[src/rtl/vga_timing.sv]
// VGA raster timing generator: pixel-rate divider, horizontal/vertical sweep,
// sync decode and line/frame/animation markers. Every output is registered.
module vga_timing #(
  parameter int PIX_DIV     = 2,
  parameter int H_ACTIVE    = 640,
  parameter int H_FP        = 16,
  parameter int H_SYNC      = 96,
  parameter int H_BP        = 48,
  parameter int V_ACTIVE    = 480,
  parameter int V_FP        = 10,
  parameter int V_SYNC      = 2,
  parameter int V_BP        = 33,
  parameter int ANIM_FRAMES = 30
) (
  input  logic       clk,
  input  logic       n_rst,
  output logic [9:0] x_coord,
  output logic [9:0] y_coord,
  output logic       enable,
  output logic       hsync,
  output logic       vsync,
  output logic       pix_tick,
  output logic       line_start,
  output logic       frame_start,
  output logic       anim_tick
);

  localparam int H_TOTAL = H_ACTIVE + H_FP + H_SYNC + H_BP;
  localparam int V_TOTAL = V_ACTIVE + V_FP + V_SYNC + V_BP;
  localparam int HS_LO   = H_ACTIVE + H_FP;
  localparam int HS_HI   = HS_LO + H_SYNC;
  localparam int VS_LO   = V_ACTIVE + V_FP;
  localparam int VS_HI   = VS_LO + V_SYNC;

  localparam logic [3:0] DIV_LAST  = 4'(PIX_DIV - 1);
  localparam logic [9:0] X_LAST    = 10'(H_TOTAL - 1);
  localparam logic [9:0] Y_LAST    = 10'(V_TOTAL - 1);
  localparam logic [7:0] ANIM_LAST = 8'(ANIM_FRAMES - 1);

  generate
    if (H_TOTAL > 1024 || V_TOTAL > 1024) begin : g_bad_total
      $error("vga_timing: H_TOTAL and V_TOTAL must not exceed 1024");
    end
    if (PIX_DIV < 1 || PIX_DIV > 16) begin : g_bad_div
      $error("vga_timing: PIX_DIV must be in 1..16");
    end
    if (ANIM_FRAMES < 1 || ANIM_FRAMES > 255) begin : g_bad_anim
      $error("vga_timing: ANIM_FRAMES must be in 1..255");
    end
  endgenerate

  function automatic logic in_window(input logic [9:0] v, input int lo, input int hi);
    int vi;
    vi = int'({22'd0, v});
    in_window = (vi >= lo) && (vi < hi);
  endfunction

  logic [3:0] div_cnt;
  logic [7:0] frame_cnt;
  logic       tick;
  logic [9:0] x_nxt;
  logic [9:0] y_nxt;
  logic       wrap_frame;

  // Next-state counter values; only committed on a tick.
  always_comb begin
    tick  = (div_cnt == DIV_LAST);
    x_nxt = x_coord + 10'd1;
    y_nxt = y_coord;
    if (x_coord == X_LAST) begin
      x_nxt = '0;
      y_nxt = (y_coord == Y_LAST) ? '0 : y_coord + 10'd1;
    end
    wrap_frame = (x_nxt == '0) && (y_nxt == '0);
  end

  // Output register stage: decodes use next-state values so they line up
  // with the coordinates presented in the same cycle.
  always_ff @(posedge clk) begin
    if (!n_rst) begin
      div_cnt     <= '0;
      x_coord     <= '0;
      y_coord     <= '0;
      frame_cnt   <= '0;
      enable      <= 1'b1;
      hsync       <= 1'b1;
      vsync       <= 1'b1;
      pix_tick    <= 1'b0;
      line_start  <= 1'b0;
      frame_start <= 1'b0;
      anim_tick   <= 1'b0;
    end else begin
      div_cnt     <= tick ? 4'd0 : div_cnt + 4'd1;
      pix_tick    <= tick;
      line_start  <= 1'b0;
      frame_start <= 1'b0;
      anim_tick   <= 1'b0;
      if (tick) begin
        x_coord     <= x_nxt;
        y_coord     <= y_nxt;
        enable      <= in_window(x_nxt, 0, H_ACTIVE) && in_window(y_nxt, 0, V_ACTIVE);
        hsync       <= !in_window(x_nxt, HS_LO, HS_HI);
        vsync       <= !in_window(y_nxt, VS_LO, VS_HI);
        line_start  <= (x_nxt == '0);
        frame_start <= wrap_frame;
        if (wrap_frame) begin
          if (frame_cnt == ANIM_LAST) begin
            frame_cnt <= '0;
            anim_tick <= 1'b1;
          end else begin
            frame_cnt <= frame_cnt + 8'd1;
          end
        end
      end
    end
  end

endmodule
[config.mk]
export PLATFORM = sky130hd
export DESIGN_NAME = vga_timing
export DESIGN_NICKNAME = d
export VERILOG_FILES = /design/src/rtl/vga_timing.sv
export SDC_FILE = /design/constraint.sdc
export NUM_CORES = 1
export LEC_CHECK = 0
export ABC_CLOCK_PERIOD_IN_PS = 8410
export BUFFER_PORTS_ARGS = -buffer_cell sky130_fd_sc_hd__buf_2
export CELL_PAD_IN_SITES_DETAIL_PLACEMENT = 0
export CELL_PAD_IN_SITES_GLOBAL_PLACEMENT = 1
export CORE_MARGIN = 4
export CORE_UTILIZATION = 46
export CTS_BUF_LIST = sky130_fd_sc_hd__clkbuf_4 sky130_fd_sc_hd__clkbuf_8 sky130_fd_sc_hd__clkbuf_16
export DETAILED_ROUTE_END_ITERATION = 8
export PLACE_DENSITY_LB_ADDON = 0.08
export SYNTH_ARGS = -nofsm -noshare
export SYNTH_HDL_FRONTEND = slang
export SYNTH_SLANG_ARGS = --single-unit
export TNS_END_PERCENT = 1
[constraint.sdc]
create_clock -name clk -period 8.41 [get_ports clk]
set_input_delay 1.2615 -clock clk [delete_from_list [all_inputs] [get_ports clk]]
set_output_delay 1.2615 -clock clk [all_outputs]
set_load 0.1 [all_outputs]
Word level (Yosys, flattened, before mapping)
Index checks and enable logic that the tools add are counted.
{"block": "totals", "in_bits": 2, "ff_bits": 39, "word_cells": 43, "out_inout_bits": 27}
{"block": "op_classes", "n_eq_ne": 4, "bitwise": 1, "addsub": 4, "reduce_logical": 12, "muxes": 5, "order_cmp": 6}
{"operator": "10-bit two-way mux", "n": 3}
{"operator": "10-bit by 1-bit adder with 10-bit output, second input constant", "n": 2}
{"operator": "10-bit equality test, second input constant", "n": 2}
{"operator": "10-bit zero test", "n": 2}
{"operator": "10-bit < comparator, second input constant", "n": 2}
{"operator": "10-bit by 9-bit < comparator with 1-bit output, second input constant", "n": 2}
{"operator": "10-bit greater-or-equal comparator, second input constant", "n": 1}
{"operator": "10-bit by 9-bit greater-or-equal comparator with 1-bit output, second input constant", "n": 1}
{"operator": "8-bit by 1-bit adder with 8-bit output, second input constant", "n": 1}
{"operator": "8-bit by 5-bit equality test with 1-bit output, second input constant", "n": 1}
{"operator": "8-bit two-way mux", "n": 1}
{"operator": "4-bit by 1-bit adder with 4-bit output, second input constant", "n": 1}
{"operator": "4-bit by 1-bit equality test with 1-bit output, second input constant", "n": 1}
{"operator": "1-bit logical AND", "n": 4}
{"operator": "2-bit AND reduction", "n": 2}
{"operator": "3-bit AND reduction", "n": 1}
{"operator": "1-bit zero test", "n": 2}
{"operator": "2-bit OR reduction", "n": 1}
{"operator": "1-bit two-way mux", "n": 1}
{"operator": "1-bit NOT", "n": 1}

Depth between registers and ports, before layout
{"block": "logic_depth", "ltp_word": 6, "ltp_mapped": 11}

Least setup slack after synthesis
Ideal clock, no wire load.
{"block": "synth_timing", "path_type": "register to register", "from": "register x_coord[0]", "to": "register frame_cnt[0]", "synth_period_minus_slack_ns": 3.745, "arrival_time_ns": 3.674, "stages_incl_launch_ff": 11, "required_ns": 8.340, "setup_slack_ns": 4.665, "n_path_buf": 2, "setup_ns": 0.070, "path_cell_list": "dfxtp_1 -> ha_1 -> nand4_1 -> or3_1 -> buf_6 -> a22oi_2 -> nand3_2 -> or3_4 -> buf_6 -> or4_1 -> a21oi_1"}
{"block": "synth_via", "elab_chain_cells": 5}
{"element": "start, declared", "line_no": "17", "text": "output logic [9:0] x_coord,"}
{"element": "start signal, assigned", "line_no": "99", "text": "x_coord <= x_nxt;"}
{"element": "10-bit by 1-bit adder with 10-bit output / 10-bit equality test (equally long branches)", "line_no": "68, 70"}
{"element": "10-bit two-way mux", "line_no": "70", "text": "if (x_coord == X_LAST) begin"}
{"element": "10-bit zero test", "line_no": "74", "text": "wrap_frame = (x_nxt == '0) && (y_nxt == '0);"}
{"element": "1-bit logical AND *", "line_no": "74"}
{"element": "2-bit AND reduction (no line) *"}
{"element": "end signal, assigned", "line_no": "111", "text": "frame_cnt <= frame_cnt + 8'd1;"}
{"element": "end, declared", "line_no": "59", "text": "logic [7:0] frame_cnt;"}
Every way passes the cells marked *; elsewhere a longest branch is shown, timed or not.
A chain may end at the register's enable or synchronous reset.

Worst setup path in the final report
{"block": "layout_timing", "from": "register x_coord[0]", "to": "register frame_cnt[3]"}
Same word-level chain as after synthesis.

==> results_dict.tcl <==
set metrics [dict create \
    die_area_um2 6360 \
    wire_per_inst_um 14.5 \
    cts.sink_count 39 \
    area_growth_pct 10.8 \
    crit_start "x_coord[0]" \
    fp-row-count 25 \
    dp_hpwl_um 4020 \
    slowest_stage "nor3_2" \
    grt_max_degree 31 \
    rr_startpoint "x_coord[0]" \
    grt_pass1_vias 2032 \
    slowest_delay_ps 720 \
    clkSlewWorstSetupHoldPaths_ps 90 \
    yosysUniqueCellTypes 52 \
    synth_seq_cells 39 \
    ir_worst_vdd_mv 0.103 \
    io_buffers 28 \
    p_int_uw 299 \
    worst-r2r-cell-count 8 \
    yosys_warnings 0 \
    cts-root-buf "clkbuf_8" \
    gr-total-overflow 0 \
    syn_nets 309 \
    synth-seq-area-share_pct 33.0 \
    ys_async_sr_fraction_pct 0 \
    critPathLaunchType "register" \
    rsz0062_at_grt "false" \
    drtIter0Drc 93 \
    final_net_count 327 \
    drive_gt1_share_pct 16.7 \
    tightest_slew_ps 737 \
    crit_required_ps 8650 \
    antenna_found_initial 0 \
    numCtsBuffers 5 \
    hp-start "div_cnt[0]" \
    syn_area_um2 2370 \
    drv_slew 0 \
    syn_inst 299 \
    cts_resized 0 \
    outcome "finished clean" \
    endpoint "frame_cnt[3]" \
    core-area_um2 4850 \
    fmax_ghz 0.281 \
    drc 0 \
    gr-usage-all-layers_pct 19.4 \
    gp_congestion 0.830 \
    synth_ff_type "dfxtp_1" \
    cts_tree "built" \
    die_width_um 79.8 \
    start_util_pct 48.9 \
    die_y_um 79.8 \
    synth.avg_cell_area_um2 7.92 \
    vias 2157 \
    cts_setup_buffers 0 \
    synthTopCellsByCount "39 x dfxtp_1, 36 x nor2_1, 29 x nand2_1" \
    crit_path_end_kind "register" \
    power.density_nw_per_um2 170 \
    seqPwrFrac_pct 44.8 \
    max-cap-violations 0 \
    synthTopCellsByArea "dfxtp_1 33%, nor2_1 5.7%, nand2_1 4.6%" \
    path_cells "ha_1, nand4_1, nor3_2, o21ai_0, a22oi_2, nand3_1, or4_1, a21oi_1" \
    switching_power_uw 148 \
    synth_top_area_share_pct 33.0 \
    first_pass_iters 5 \
    clockBufferDepth 2 \
    io_pins 29 \
    fin_crit_sh_pct 42.3 \
    clkPwrFrac_pct 36.9 \
    r2r-end "frame_cnt[3]" \
    yosysTopAreaCell "dfxtp_1" \
    cts_hold_buf 0 \
    p_leak_uw 0.000933 \
    period_minus_slack_ps 3560 \
    routed_wl_um 5590 \
    antenna_left 0 \
    post-synth-top-count-cell "dfxtp_1" \
    hp-class "reg -> reg" \
    fillers 475 \
    p_sw_share_pct 33.1 \
    via_per_inst 5.60 \
    power_frac_comb_pct 18.4 \
    antenna_cells 0 \
    cp_max_fo 11 \
    fin_setup_tns_ps 0 \
    setup_viol 0 \
    rrSetupSlack_ps 4850 \
    fin_util_pct 54.1 \
    clock_skew_ps 7.53 \
    synth_edf_count 0 \
    grt_pass1_wl_um 9800 \
    crit_type "reg -> reg" \
    finalHoldViolations 0 \
    timing.slew.headroom_pct 50.6 \
    htreeDepth 2 \
    worstPathArrival_ps 3800 \
    clk_latency_ps 300 \
]
## cell type report
| class | count | area, µm² | area share (%) |
|---|---|---|---|
| Clock buffer | 5 | 68.8 | 2.62 |
| Clock inverter | 3 | 47.5 | 1.81 |
| Inverter | 8 | 30.0 | 1.14 |
| Multi-Input combinational cell | 233 | 1460 | 55.6 |
| Sequential cell | 39 | 781 | 29.8 |
| Tap cell | 67 | 83.8 | 3.20 |
| Timing Repair Buffer | 30 | 155 | 5.91 |
## how the worst min path moves through the flow
stage	to	slack (ps)	cells past startpoint
after CTS	div_cnt[0]	480	1
after floorplan	div_cnt[0]	430	1
after detailed placement	div_cnt[0]	460	1
after global routing	div_cnt[0]	490	1
after global placement	div_cnt[0]	450	1
final	div_cnt[0]	470	1
## power groups by stage
stage / clock network [µW] / registers, µW / logic, µW
finish: 165 / 200 / 82.1
global route: 176 / 202 / 89.1
CTS: 167 / 200 / 82.6
detailed placement: 0 / 205 / 82.5
global placement: 0 / 204 / 82.2
floorplan: 0 / 238 / 32.3
## critical path: cells and delay by family (launching register included)
kind,cells,cell delay [ps]
adders and majority gates,1,320
and+or+nand+nor,4,2000
DFF,1,460
AOI/OAI and AO/OA,3,710
## per-layer routing
layer	up-vias	GRT usage, %	share of wire [%]
met2	37	32.5	47
met1	999	25.1	48
met5	-	0	0
li1	1117	-	-
met4	0	5.41	0.80
met3	4	4.18	4.2
## sequential cells by signal, summed over array words and instances (netlist names)
signal and count:
frame_cnt 8, pix_tick 1, anim_tick 1, div_cnt 4
x_coord 10, y_coord 10, vsync 1, enable 1
line_start 1, hsync 1, frame_start 1
## through the flow
step	cell area [µm²]	cells	hold WS, ps	power, µW	setup WS [ps]
after floorplan	2370	299	433	271	4670
after global placement	2510	377	450	287	5110
after detailed placement	2510	377	459	287	4940
after CTS	2620	385	479	450	4920
after global routing	2620	385	489	466	4480
final	2620	385	474	447	4850
## cell usage in the layout (no fill, tap or decap), types with 4 or more instances in the layout
master,synthesis,final
nand2_1,29,29
ha_1,8,8
xor2_1,5,5
nand4_1,9,9
xnor2_1,10,10
nand3_1,13,13
o21ai_0,14,14
and2_1,5,5
or4_1,4,4
a211oi_1,4,4
buf_2,2,28
inv_1,8,8
clkbuf_8,0,5
nor3_1,11,11
a21oi_1,21,21
nor4_1,8,8
or3_1,9,9
nor2_1,36,36
dfxtp_1,39,39
## kinds of logic after synthesis
logic type | count (synthesis) | synth area share [%]
simple gates | 147 | 33.1
compound gates | 59 | 17.0
flops | 39 | 33.0
buf+inv | 27 | 5.49
xor+xnor | 15 | 5.55
fa+ha+maj | 8 | 4.23
mux | 4 | 1.74
Note: power is estimated with default switching activity, not from simulation.
